File: config.mk
export PLATFORM = sky130hd
export DESIGN_NAME = branch_resolve_unit
export DESIGN_NICKNAME = d
export VERILOG_FILES = /design/src/rtl/bpu_pkg.sv /design/src/rtl/branch_resolve_unit_pred_fifo.sv /design/src/rtl/branch_resolve_unit.sv
export SDC_FILE = /design/constraint.sdc
export NUM_CORES = 1
export LEC_CHECK = 0
export BUFFER_PORTS_ARGS = -buffer_cell sky130_fd_sc_hd__buf_2
export CAP_MARGIN = 20
export CORE_MARGIN = 4
export CORE_UTILIZATION = 25
export DETAILED_ROUTE_END_ITERATION = 8
export GPL_TIMING_DRIVEN = 0
export SETUP_SLACK_MARGIN = 0.5
export SLEW_MARGIN = 20
export SYNTH_ARGS = -nofsm -noshare
export SYNTH_HDL_FRONTEND = slang
export SYNTH_SLANG_ARGS = --single-unit
export TNS_END_PERCENT = 100
File: constraint.sdc
create_clock -name clk -period 4.65 [get_ports clk]
set_input_delay 0.93 -clock clk [delete_from_list [all_inputs] [get_ports clk]]
set_output_delay 0.93 -clock clk [all_outputs]
set_load 0.02 [all_outputs]
File: src/rtl/bpu_pkg.sv
// ---------------------------------------------------------------------------
// bpu_pkg
// Shared types and constants for the branch resolve unit and its prediction
// queue.
//   ADDR_W        : PC width
//   PC_INC        : sequential (fall-through) PC increment
//   pred_entry_t  : one in-flight prediction {pc, npc_pred}
//   bru_state_t   : resolve FSM states
// ---------------------------------------------------------------------------
package bpu_pkg;

    localparam int ADDR_W  = 16;
    localparam int ENTRY_W = 2 * ADDR_W;

    localparam logic [ADDR_W-1:0] PC_INC = 16'd4;

    typedef struct packed {
        logic [ADDR_W-1:0] pc;
        logic [ADDR_W-1:0] npc_pred;
    } pred_entry_t;

    typedef enum logic {
        ST_RUN      = 1'b0,
        ST_REDIRECT = 1'b1
    } bru_state_t;

    // Fall-through successor of a PC (wraps modulo 2^ADDR_W).
    function automatic logic [ADDR_W-1:0] seq_next_pc(input logic [ADDR_W-1:0] pc);
        return pc + PC_INC;
    endfunction

endpackage

File: src/rtl/branch_resolve_unit_pred_fifo.sv
// ---------------------------------------------------------------------------
// pred_fifo
// In-order queue of fetched predictions. Clear has priority over push/pop.
// Push while full and pop while empty are ignored. Full/empty come from an
// occupancy counter one bit wider than the pointers.
// Ports:
//   clk, rst       : clock, async active-high reset
//   push_i         : append push_data_i at the tail
//   push_data_i    : packed pred_entry_t
//   pop_i          : drop the head entry
//   clear_i        : empty the queue
//   head_o         : current head entry (undefined while empty)
//   full_o,empty_o : occupancy flags
// ---------------------------------------------------------------------------
module pred_fifo
    import bpu_pkg::*;
#(
    parameter int DEPTH = 4
) (
    input  logic               clk,
    input  logic               rst,
    input  logic               push_i,
    input  logic [ENTRY_W-1:0] push_data_i,
    input  logic               pop_i,
    input  logic               clear_i,
    output logic [ENTRY_W-1:0] head_o,
    output logic               full_o,
    output logic               empty_o
);

    localparam int PTR_W = $clog2(DEPTH);
    localparam int OCC_W = PTR_W + 1;

    logic [ENTRY_W-1:0] mem_q [DEPTH];
    logic [PTR_W-1:0]   wr_ptr_q, wr_ptr_d;
    logic [PTR_W-1:0]   rd_ptr_q, rd_ptr_d;
    logic [OCC_W-1:0]   count_q,  count_d;
    logic               do_push_s;
    logic               do_pop_s;

    assign full_o    = (count_q == OCC_W'(DEPTH));
    assign empty_o   = (count_q == OCC_W'(0));
    assign do_push_s = push_i && !full_o;
    assign do_pop_s  = pop_i && !empty_o;
    assign head_o    = mem_q[rd_ptr_q];

    // Next pointer/occupancy values; pointers wrap naturally (DEPTH is 2^n).
    always_comb begin
        wr_ptr_d = wr_ptr_q;
        rd_ptr_d = rd_ptr_q;
        count_d  = count_q;
        if (clear_i) begin
            wr_ptr_d = PTR_W'(0);
            rd_ptr_d = PTR_W'(0);
            count_d  = OCC_W'(0);
        end else begin
            if (do_push_s) begin
                wr_ptr_d = wr_ptr_q + PTR_W'(1);
            end else begin
                wr_ptr_d = wr_ptr_q;
            end
            if (do_pop_s) begin
                rd_ptr_d = rd_ptr_q + PTR_W'(1);
            end else begin
                rd_ptr_d = rd_ptr_q;
            end
            if (do_push_s && !do_pop_s) begin
                count_d = count_q + OCC_W'(1);
            end else if (do_pop_s && !do_push_s) begin
                count_d = count_q - OCC_W'(1);
            end else begin
                count_d = count_q;
            end
        end
    end

    // Pointer and occupancy registers.
    always_ff @(posedge clk or posedge rst) begin
        if (rst) begin
            wr_ptr_q <= PTR_W'(0);
            rd_ptr_q <= PTR_W'(0);
            count_q  <= OCC_W'(0);
        end else begin
            wr_ptr_q <= wr_ptr_d;
            rd_ptr_q <= rd_ptr_d;
            count_q  <= count_d;
        end
    end

    // Entry storage; contents are only meaningful between the pointers.
    always_ff @(posedge clk) begin
        if (do_push_s && !clear_i) begin
            mem_q[wr_ptr_q] <= push_data_i;
        end
    end

endmodule

File: src/rtl/branch_resolve_unit.sv
// ---------------------------------------------------------------------------
// branch_resolve_unit
// Tracks each fetched instruction's predicted next-PC and checks it against
// the next-PC resolved by execute. A mismatch flushes the queue, pulses a
// fetch redirect and issues one BTB write of the actual {pc, npc} pair.
// Ports:
//   fetch_valid/fetch_pc/fetch_npc_pred/fetch_ready : prediction push side
//   resolve_valid/resolve_pc/resolve_npc             : in-order retire side
//   redirect/redirect_pc                             : fetch redirect pulse
//   btb_we/btb_pc_actual/btb_npc_actual              : BTB write port
//   resolve_count/mispredict_count                   : saturating statistics
//   sync_err                                         : sticky queue desync flag
// ---------------------------------------------------------------------------
module branch_resolve_unit
    import bpu_pkg::*;
#(
    parameter int DEPTH = 4,
    parameter int CNT_W = 16
) (
    input  logic              clk,
    input  logic              rst,
    input  logic              fetch_valid,
    input  logic [ADDR_W-1:0] fetch_pc,
    input  logic [ADDR_W-1:0] fetch_npc_pred,
    output logic              fetch_ready,
    input  logic              resolve_valid,
    input  logic [ADDR_W-1:0] resolve_pc,
    input  logic [ADDR_W-1:0] resolve_npc,
    output logic              redirect,
    output logic [ADDR_W-1:0] redirect_pc,
    output logic              btb_we,
    output logic [ADDR_W-1:0] btb_pc_actual,
    output logic [ADDR_W-1:0] btb_npc_actual,
    output logic [CNT_W-1:0]  resolve_count,
    output logic [CNT_W-1:0]  mispredict_count,
    output logic              sync_err
);

    bru_state_t         state_q, state_d;
    logic [ENTRY_W-1:0] head_raw_s;
    pred_entry_t        head_s;
    logic               fifo_full_s;
    logic               fifo_empty_s;
    logic               resolve_fire_s;
    logic               pop_s;
    logic               pc_mismatch_s;
    logic               npc_mismatch_s;
    logic               mispredict_s;
    logic               push_s;

    logic              redirect_q,    redirect_d;
    logic [ADDR_W-1:0] redirect_pc_q, redirect_pc_d;
    logic              btb_we_q,      btb_we_d;
    logic [ADDR_W-1:0] btb_pc_q,      btb_pc_d;
    logic [ADDR_W-1:0] btb_npc_q,     btb_npc_d;
    logic [CNT_W-1:0]  res_cnt_q,     res_cnt_d;
    logic [CNT_W-1:0]  mis_cnt_q,     mis_cnt_d;
    logic              sync_err_q,    sync_err_d;

    assign head_s      = head_raw_s;
    // Full queue blocks pushes even when a pop is in flight: no pass-through.
    assign fetch_ready = (state_q == ST_RUN) && !fifo_full_s;

    pred_fifo #(
        .DEPTH (DEPTH)
    ) u_pred_fifo (
        .clk         (clk),
        .rst         (rst),
        .push_i      (push_s),
        .push_data_i ({fetch_pc, fetch_npc_pred}),
        .pop_i       (pop_s),
        .clear_i     (mispredict_s),
        .head_o      (head_raw_s),
        .full_o      (fifo_full_s),
        .empty_o     (fifo_empty_s)
    );

    // Head compare. A PC mismatch is a desync and is handled as a mispredict
    // so fetch restarts from a known-good target. Flush beats same-cycle push.
    always_comb begin
        resolve_fire_s = resolve_valid && (state_q == ST_RUN);
        pop_s          = resolve_fire_s && !fifo_empty_s;
        pc_mismatch_s  = (head_s.pc != resolve_pc);
        npc_mismatch_s = (head_s.npc_pred != resolve_npc);
        mispredict_s   = pop_s && (pc_mismatch_s || npc_mismatch_s);
        push_s         = fetch_valid && fetch_ready && !mispredict_s;
    end

    // FSM next state: REDIRECT always lasts exactly one cycle.
    always_comb begin
        state_d = state_q;
        case (state_q)
            ST_RUN: begin
                if (mispredict_s) begin
                    state_d = ST_REDIRECT;
                end else begin
                    state_d = ST_RUN;
                end
            end
            ST_REDIRECT: state_d = ST_RUN;
            default:     state_d = ST_RUN;
        endcase
    end

    // Next values of the registered outputs and saturating counters.
    always_comb begin
        redirect_d    = mispredict_s;
        btb_we_d      = mispredict_s;
        redirect_pc_d = redirect_pc_q;
        btb_pc_d      = btb_pc_q;
        btb_npc_d     = btb_npc_q;
        res_cnt_d     = res_cnt_q;
        mis_cnt_d     = mis_cnt_q;
        if (mispredict_s) begin
            redirect_pc_d = resolve_npc;
            btb_pc_d      = resolve_pc;
            btb_npc_d     = resolve_npc;
        end else begin
            redirect_pc_d = redirect_pc_q;
            btb_pc_d      = btb_pc_q;
            btb_npc_d     = btb_npc_q;
        end
        if (pop_s && !(&res_cnt_q)) begin
            res_cnt_d = res_cnt_q + CNT_W'(1);
        end else begin
            res_cnt_d = res_cnt_q;
        end
        if (mispredict_s && !(&mis_cnt_q)) begin
            mis_cnt_d = mis_cnt_q + CNT_W'(1);
        end else begin
            mis_cnt_d = mis_cnt_q;
        end
        sync_err_d = sync_err_q ||
                     (resolve_fire_s && (fifo_empty_s || pc_mismatch_s));
    end

    // State and output registers.
    always_ff @(posedge clk or posedge rst) begin
        if (rst) begin
            state_q       <= ST_RUN;
            redirect_q    <= 1'b0;
            redirect_pc_q <= 16'h0000;
            btb_we_q      <= 1'b0;
            btb_pc_q      <= 16'h0000;
            btb_npc_q     <= 16'h0000;
            res_cnt_q     <= CNT_W'(0);
            mis_cnt_q     <= CNT_W'(0);
            sync_err_q    <= 1'b0;
        end else begin
            state_q       <= state_d;
            redirect_q    <= redirect_d;
            redirect_pc_q <= redirect_pc_d;
            btb_we_q      <= btb_we_d;
            btb_pc_q      <= btb_pc_d;
            btb_npc_q     <= btb_npc_d;
            res_cnt_q     <= res_cnt_d;
            mis_cnt_q     <= mis_cnt_d;
            sync_err_q    <= sync_err_d;
        end
    end

    assign redirect         = redirect_q;
    assign redirect_pc      = redirect_pc_q;
    assign btb_we           = btb_we_q;
    assign btb_pc_actual    = btb_pc_q;
    assign btb_npc_actual   = btb_npc_q;
    assign resolve_count    = res_cnt_q;
    assign mispredict_count = mis_cnt_q;
    assign sync_err         = sync_err_q;

endmodule

==> impl_metrics.prom, run 1 <==
# TYPE chip_impl_metric gauge
chip_impl_info{name="run_status",value="finished, final reports clean"} 1
chip_impl_metric{name="portBuffers",unit=""} 151
chip_impl_metric{name="design.core.area",unit="mm2"} 0.0328
chip_impl_metric{name="pre_cts_slack",unit="ns"} 0.127
chip_impl_metric{name="grt_util_all_layers",unit=""} 0.113
chip_impl_metric{name="layout.core_utilization",unit=""} 0.324
chip_impl_metric{name="placement_rows",unit=""} 66
chip_impl_metric{name="cts.sink_count",unit=""} 202
chip_impl_info{name="dominantRegCellSynth",value="edfxtp_1"} 1
chip_impl_info{name="critical_path_class",value="reg2reg"} 1
chip_impl_metric{name="die_h",unit="um"} 191
chip_impl_metric{name="final.setup_skew",unit="ns"} 0.0208
chip_impl_metric{name="power_switching_share",unit=""} 0.328
chip_impl_metric{name="total_leakage_power",unit="nW"} 4.35
chip_impl_metric{name="netSwitchingPower",unit="mW"} 1.96
chip_impl_metric{name="synth.cell_area",unit="mm2"} 0.00837
chip_impl_metric{name="syn-mean-instance-area",unit="um2"} 15.0
chip_impl_info{name="hp-class",value="in2async"} 1
chip_impl_metric{name="die-width",unit="um"} 191
chip_impl_metric{name="overflow",unit=""} 0
chip_impl_metric{name="met2RoutedLength",unit="um"} 10400
chip_impl_metric{name="mappedNetlistNets",unit=""} 634
chip_impl_info{name="dr.max_layer_used",value="met5"} 1
chip_impl_metric{name="dr.first_iter.drc_count",unit=""} 287
chip_impl_metric{name="ys_warn_count",unit=""} 0
chip_impl_info{name="synth.top_cells.by_area",value="edfxtp_1 (46%), dfrtp_1 (22%), mux4_2 (8.6%)"} 1
chip_impl_info{name="worstSetupEndpointType",value="flip-flop"} 1
chip_impl_metric{name="synthDistinctLibCells",unit=""} 40
chip_impl_metric{name="post_drt_via_cell_ratio",unit=""} 4.19
chip_impl_metric{name="finalSetupViolations",unit=""} 0
chip_impl_metric{name="clock_h_tree_levels",unit=""} 1
chip_impl_info{name="layout_commonest_cell",value="buf_2"} 1
chip_impl_info{name="cts_root_buffer",value="clkbuf_16"} 1
chip_impl_info{name="post-synth-top-area-cell",value="edfxtp_1"} 1
chip_impl_metric{name="fp.dieArea",unit="mm2"} 0.0365
chip_impl_metric{name="clk_transition_reported_paths",unit="ns"} 0.06
chip_impl_metric{name="drt-total-wl",unit="um"} 21100
chip_impl_metric{name="cp_data_required_time",unit="ns"} 4.86
chip_impl_metric{name="final.fill_count",unit=""} 3250
chip_impl_metric{name="slew_worst_pin",unit="ns"} 0.584
chip_impl_metric{name="yosys_register_bits",unit=""} 202
chip_impl_metric{name="pwr-share-seq",unit=""} 0.417
chip_impl_metric{name="vias",unit=""} 5030
chip_impl_metric{name="async_reset_ff_frac",unit=""} 0.366
chip_impl_metric{name="clkLatencyLatePin",unit="ns"} 0.53
chip_impl_metric{name="grt_pass1_wl",unit="um"} 31400
chip_impl_metric{name="place.gp.congestion",unit=""} 0.752
chip_impl_metric{name="met1_length",unit="um"} 8850
chip_impl_metric{name="critical_path_arrival",unit="ns"} 4.05
chip_impl_metric{name="final.setup.worst_slack",unit="ns"} 0.802
chip_impl_metric{name="cts.hold.buffers_added",unit=""} 0
chip_impl_metric{name="power_frac_clock",unit=""} 0.316
chip_impl_metric{name="cts_made_buffers",unit=""} 24
chip_impl_metric{name="vias_in_the_first_global_route",unit=""} 5232
chip_impl_metric{name="syn_inst",unit=""} 559
chip_impl_metric{name="number_of_cells_upsized_or_downsized_after_cts",unit=""} 4
chip_impl_metric{name="postCtsSetupRepairBufs",unit=""} 0
chip_impl_metric{name="peakVddDrop",unit="mV"} 0.218
chip_impl_metric{name="grt_antenna_before_repair",unit=""} 8
chip_impl_metric{name="hold-worst-slack",unit="ns"} 0.431
chip_impl_metric{name="total_of_max_cap_violations",unit=""} 0
chip_impl_metric{name="dp_hpwl",unit="um"} 15200
chip_impl_metric{name="finalHoldViolations",unit=""} 0
chip_impl_metric{name="cellPowerDensity",unit="mW/mm2"} 565
chip_impl_metric{name="area_delta_synth_final",unit="%"} 26.9
chip_impl_metric{name="grt_max_degree",unit=""} 39
chip_impl_metric{name="fraction_of_synthesized_cell_area_taken_by_the_top_area_cell_type",unit=""} 0.459
chip_impl_metric{name="timing.final.crit_period",unit="ns"} 3.85
chip_impl_metric{name="maxSlewViolCount",unit=""} 0
chip_impl_metric{name="drt-pass1-iter-count",unit=""} 5
chip_impl_metric{name="post_route_cells_drive_above_1_share",unit=""} 0.355
chip_impl_info{name="layout_common_cells",value="buf_2 (156), edfxtp_1 (128), nand2_1 (113)"} 1
chip_impl_metric{name="crit_path_max_fanout",unit=""} 25
chip_impl_metric{name="detailroute.wirelength.met3",unit="um"} 1400
chip_impl_metric{name="slew_headroom",unit=""} 0.611
chip_impl_metric{name="fin_crit_sh",unit=""} 0.827
chip_impl_metric{name="final_net_count",unit=""} 816
chip_impl_metric{name="initial_core_util",unit=""} 0.255
chip_impl_info{name="unrepaired_setup_endpoints_after_global_routing",value="false"} 1
chip_impl_info{name="clock_tree_from_tritoncts",value="built"} 1
chip_impl_metric{name="p_comb_frac",unit=""} 0.267
chip_impl_metric{name="cts_buffer_depth",unit=""} 3
chip_impl_metric{name="num_io_pins",unit=""} 152
chip_impl_info{name="critPathLaunchType",value="flip-flop"} 1
chip_impl_metric{name="antenna_left",unit=""} 0
chip_impl_metric{name="yosysSeqAreaShare",unit=""} 0.681
chip_impl_metric{name="routed_length_per_placed_instance",unit="um"} 17.6
chip_impl_metric{name="post-route-drc-count",unit=""} 0
chip_impl_metric{name="fmaxAchievable",unit="MHz"} 260
chip_impl_metric{name="cellInternalPower",unit="mW"} 4.03
chip_impl_metric{name="synth_enable_flop_cells",unit=""} 128
[registers in the layout, summed over array words and instances (netlist names)]
| signal | flops |
|---|---|
| mispredict_count | 16 |
| btb_npc_actual | 16 |
| sync_err | 1 |
| state_q | 1 |
| u_pred_fifo.wr_ptr_q | 2 |
| u_pred_fifo.rd_ptr_q | 2 |
| resolve_count | 16 |
| btb_pc_actual | 16 |
| u_pred_fifo.count_q | 3 |
| btb_we | 1 |
| u_pred_fifo.mem_q | 128 |
[critical path, stage by stage, from the launching register on]
cell,delay [ns]
dfrtp_1,0.34
buf_6,0.17
buf_2,0.32
mux4_2,0.58
xor2_1,0.16
nor4_1,0.34
nand4_1,0.29
o21ai_2,0.29
buf_2,0.31
and3_2,0.44
buf_12,0.25
[final cells by class]
| type | count | area, um2 | share of cell area |
|---|---|---|---|
| sequential | 202 | 5700 | 0.536 |
| antenna | 1 | 2.50 | 0.000236 |
| buffer | 39 | 255 | 0.0240 |
| multi-input combinational | 309 | 2400 | 0.226 |
| clock inverter | 12 | 134 | 0.0126 |
| inverter | 9 | 36.3 | 0.00342 |
| clock buffer | 31 | 678 | 0.0639 |
| tap | 442 | 553 | 0.0521 |
| timing repair buffer | 156 | 863 | 0.0813 |
[cells in the mapped netlist, drive strengths merged, types with 2 or more instances]
cell type and instances:
edfxtp 128, dfrtp 74, a31oi 3, and3 14, a21oi 3, mux2 2, mux4 32, and4 7
xor2 35, buf 27, clkbuf 12, nand4 12, nor4 8, and2 4, ha 6, nand3 15
inv 9, xnor2 27, a41oi 3, nor2 5, o21ai 5, nand2b 4, nand2 113
[final timing paths]
path / startpoint / to / slack [ns] / cells past startpoint
hold / removal: rst / btb_pc_actual[10] / 0.43 / 2
hold reg to reg: sync_err / sync_err / 0.47 / 1
max in group asynchronous: rst / btb_npc_actual[4] / 3.57 / 3
min in group clk: sync_err / sync_err / 0.47 / 1
setup reg to reg: u_pred_fifo.rd_ptr_q[0] / u_pred_fifo.mem_q[0][3] / 0.80 / 10
setup / recovery: u_pred_fifo.rd_ptr_q[0] / u_pred_fifo.mem_q[0][3] / 0.80 / 10
[cells by family after synthesis]
| family | share of synthesized area |
|---|---|
| flops | 0.681 |
| fa+ha+maj | 0.0114 |
| simple gates | 0.105 |
| compound gates | 0.0153 |
| xor+xnor | 0.0649 |
| buf+inv | 0.0336 |
| mux | 0.0888 |
[power by group through the flow]
stage | combinational, mW | clock (mW) | sequential (mW)
2_1_floorplan | 0.804 | 0 | 2.72
4_1_cts | 1.64 | 1.95 | 2.50
5_1_grt | 1.77 | 2.03 | 2.55
6_report | 1.60 | 1.89 | 2.50
3_3_place_gp | 1.58 | 0 | 2.53
3_5_place_dp | 1.63 | 0 | 2.54
[metal layers]
layer / global-route usage / vias to the layer above
met3: 0.0363 / 41
met4: 0.0224 / 14
met2: 0.195 / 109
li1: - / 2386
met1: 0.140 / 2480
met5: 0 / -
[through the flow]
stage / area, um2 / setup TNS, ns / instances / total power, mW
after floorplan: 8370 / 0 / 559 / 3.52
after global placement: 9680 / -72.19 / 1152 / 4.11
after detailed placement: 9790 / 0 / 1157 / 4.17
after CTS: 10600 / 0 / 1200 / 6.10
after global routing: 10600 / 0 / 1200 / 6.35
final: 10600 / 0 / 1201 / 5.99
Power figures use the tool's default switching activity.
==> inputs of run 2 (changes only) <==
==> constraint.sdc (replaced) <==
create_clock -name clk -period 3.4 [get_ports clk]
set_input_delay 0.68 -clock clk [delete_from_list [all_inputs] [get_ports clk]]
set_output_delay 0.68 -clock clk [all_outputs]
set_load 0.02 [all_outputs]
==> run 2 against run 1 <==
Routed wire length increased by 5.2%. Final area up 6.0%. Critical path depth up 1. Hold slack lost 0.27 ns. Clock power rose by 24%. Via count rose by 3.8%. Cell count grew 2.7%. Highest routed layer unchanged.
==> impl_metrics.prom, run 2 (synthesized netlist as in run 1, its figures left out) <==
# TYPE chip_impl_metric gauge
chip_impl_info{name="rr_endpoint",value="u_pred_fifo.mem_q[0][1]"} 1
chip_impl_metric{name="post_drt_via_cell_ratio",unit=""} 4.23
chip_impl_metric{name="fin_crit_sh",unit=""} 0.907
chip_impl_metric{name="routed_length_per_placed_instance",unit="um"} 18.0
chip_impl_info{name="hp-class",value="in2async"} 1
chip_impl_metric{name="design_area",unit="mm2"} 0.0113
chip_impl_metric{name="die-width",unit="um"} 191
chip_impl_metric{name="cts.hold.buffers_added",unit=""} 0
chip_impl_metric{name="grt_antenna_before_repair",unit=""} 8
chip_impl_metric{name="dp_hpwl",unit="um"} 14400
chip_impl_metric{name="final_net_count",unit=""} 850
chip_impl_metric{name="initial_core_util",unit=""} 0.255
chip_impl_metric{name="num_io_pins",unit=""} 152
chip_impl_metric{name="drt-pass1-iter-count",unit=""} 5
chip_impl_metric{name="vias_in_the_first_global_route",unit=""} 5334
chip_impl_metric{name="crit_path_max_fanout",unit=""} 8
chip_impl_metric{name="fp.dieArea",unit="mm2"} 0.0365
chip_impl_metric{name="drt-total-wl",unit="um"} 22200
chip_impl_metric{name="cellPowerDensity",unit="mW/mm2"} 739
chip_impl_metric{name="finalHoldViolations",unit=""} 0
chip_impl_metric{name="clk_transition_reported_paths",unit="ns"} 0.06
chip_impl_metric{name="cts_buffer_depth",unit=""} 3
chip_impl_metric{name="grt_pass1_wl",unit="um"} 32900
chip_impl_info{name="critPathLaunchType",value="flip-flop"} 1
chip_impl_metric{name="total_leakage_power",unit="nW"} 4.59
chip_impl_info{name="worstSetupEndpointType",value="flip-flop"} 1
chip_impl_metric{name="grt_max_degree",unit=""} 47
chip_impl_metric{name="cts_made_buffers",unit=""} 23
chip_impl_metric{name="cts.sink_count",unit=""} 202
chip_impl_metric{name="cp_data_required_time",unit="ns"} 3.65
chip_impl_metric{name="overflow",unit=""} 0
chip_impl_metric{name="finalSetupViolations",unit=""} 0
chip_impl_metric{name="p_total",unit="mW"} 8.32
chip_impl_info{name="cts_root_buffer",value="clkbuf_16"} 1
chip_impl_info{name="unrepaired_setup_endpoints_after_global_routing",value="true"} 1
chip_impl_metric{name="setup.reg_to_reg.worst_slack",unit="ns"} 0.32
chip_impl_metric{name="peakVddDrop",unit="mV"} 0.393
chip_impl_metric{name="total_of_max_cap_violations",unit=""} 0
chip_impl_metric{name="placed_cell_area",unit="mm2"} 0.00973
chip_impl_metric{name="design.core.area",unit="mm2"} 0.0328
chip_impl_metric{name="final.setup_skew",unit="ns"} 0.0139
chip_impl_info{name="run_status",value="finished, final reports clean"} 1
chip_impl_info{name="startpoint_of_the_lowest_slack_register_to_register_path",value="u_pred_fifo.rd_ptr_q[0]"} 1
chip_impl_metric{name="critical_path_arrival",unit="ns"} 3.33
chip_impl_metric{name="slew_worst_pin",unit="ns"} 0.796
chip_impl_info{name="layout_commonest_cell",value="buf_2"} 1
chip_impl_metric{name="clkLatencyLatePin",unit="ns"} 0.53
chip_impl_metric{name="antenna_left",unit=""} 0
chip_impl_metric{name="dr.first_iter.drc_count",unit=""} 246
chip_impl_metric{name="placement_rows",unit=""} 66
chip_impl_metric{name="die_h",unit="um"} 191
chip_impl_info{name="clock_tree_from_tritoncts",value="built"} 1
chip_impl_info{name="register_with_the_most_flip_flops",value="u_pred_fifo.mem_q"} 1
chip_impl_metric{name="vias",unit=""} 5219
chip_impl_metric{name="maxSlewViolCount",unit=""} 0
chip_impl_metric{name="timing.final.crit_period",unit="ns"} 3.08
chip_impl_metric{name="worstRegToRegCells",unit=""} 11
chip_impl_metric{name="post_route_cells_drive_above_1_share",unit=""} 0.390
chip_impl_metric{name="clock_h_tree_levels",unit=""} 1
chip_impl_metric{name="post-route-drc-count",unit=""} 0
chip_impl_metric{name="slew_headroom",unit=""} 0.469
chip_impl_metric{name="portBuffers",unit=""} 151
chip_impl_info{name="layout_common_cells",value="buf_2 (153), edfxtp_1 (128), nand2_1 (111)"} 1
chip_impl_metric{name="largest_register_ff_count",unit=""} 128
chip_impl_metric{name="place.gp.congestion",unit=""} 0.766
chip_impl_info{name="worstSetupEndpoint",value="u_pred_fifo.mem_q[0][1]"} 1
chip_impl_info{name="critical_path_class",value="reg2reg"} 1
chip_impl_info{name="worstSetupStartpoint",value="u_pred_fifo.rd_ptr_q[0]"} 1
chip_impl_metric{name="fmaxAchievable",unit="MHz"} 324
chip_impl_metric{name="area_delta_synth_final",unit="%"} 34.5
chip_impl_metric{name="grt_util_all_layers",unit=""} 0.119
==> run 2: cell count changes in the layout (fill, tap and decap cells not counted), moves of 5 or more <==
cell | previous run | this run
and3_4 | 1 | 8
buf_12 | 4 | 23
buf_4 | 19 | 31
clkbuf_8 | 3 | 11
clkinv_2 | 6 | 1
nor4_1 | 7 | 0
nor4_2 | 1 | 7
==> run 2: cell type report <==
class	count	area [um2]
fillers	3196	21500
flip-flops and latches	202	5700
multi-input cells	313	2520
repair buffers	187	1350
clock buffers	37	688
well taps	442	553
plain buffers	39	383
inverters	9	38.8
clock inverters	3	28.8
diodes	1	2.50
==> run 2: critical path: stages, from the launching register on <==
cell and delay (ns):
dfrtp_1 0.37, buf_12 0.14, buf_12 0.14, mux4_2 0.51, xor2_1 0.17, nor4_2 0.33, nand4_1 0.25, o21ai_2 0.23
buf_6 0.13, buf_12 0.11, and3_4 0.24, clkbuf_16 0.16
==> run 2: through the flow <==
step           setup slack (ns)  setup TNS, ns  hold WS [ns]  instances  utilization
6_report                  0.317              0         0.160       1233        0.343
5_1_grt                   0.237              0         0.184       1233        0.343
4_1_cts                   0.321              0         0.155       1228        0.341
3_5_place_dp             -0.758        -105.76         0.461       1153        0.297
3_3_place_gp             -0.779        -135.37         0.457       1152        0.296
2_1_floorplan             0.509              0         0.500        559            -
==> run 2: how the worst min path moves through the flow <==
stage	start	endpoint	slack, ns	depth (start not counted)
4_1_cts	rst	resolve_count[14]	0.15	2
2_1_floorplan	u_pred_fifo.count_q[2]	u_pred_fifo.count_q[2]	0.50	1
3_3_place_gp	btb_pc_actual[7]	btb_pc_actual[7]	0.46	2
6_report	rst	resolve_count[7]	0.16	2
5_1_grt	rst	resolve_count[7]	0.18	2
3_5_place_dp	btb_pc_actual[8]	btb_pc_actual[8]	0.46	2
==> run 2: timing repair <==
item | 4_1_cts | 5_1_grt
pin swaps | 12 | 2
setup buffers | 29 | 2
cloned | 6 | 2
gates resized for setup | 49 | 7
endpoints found under the setup margin | 186 | 173
==> run 2: per-layer routing <==
layer  up-vias  GRT usage  wire length, um
met5         -          0               81
met4        14     0.0268              453
met3        47     0.0340             1400
met2       120      0.200            11000
met1      2581      0.152             9260
li1       2457          -                -
==> run 2: power breakdown <==
| part | internal, mW | total [mW] | switching [mW] |
|---|---|---|---|
| Clock | 1.38 | 2.35 | 0.965 |
| Combinational | 1.06 | 2.55 | 1.49 |
| Sequential | 3.13 | 3.42 | 0.285 |
| Total | 5.58 | 8.32 | 2.74 |
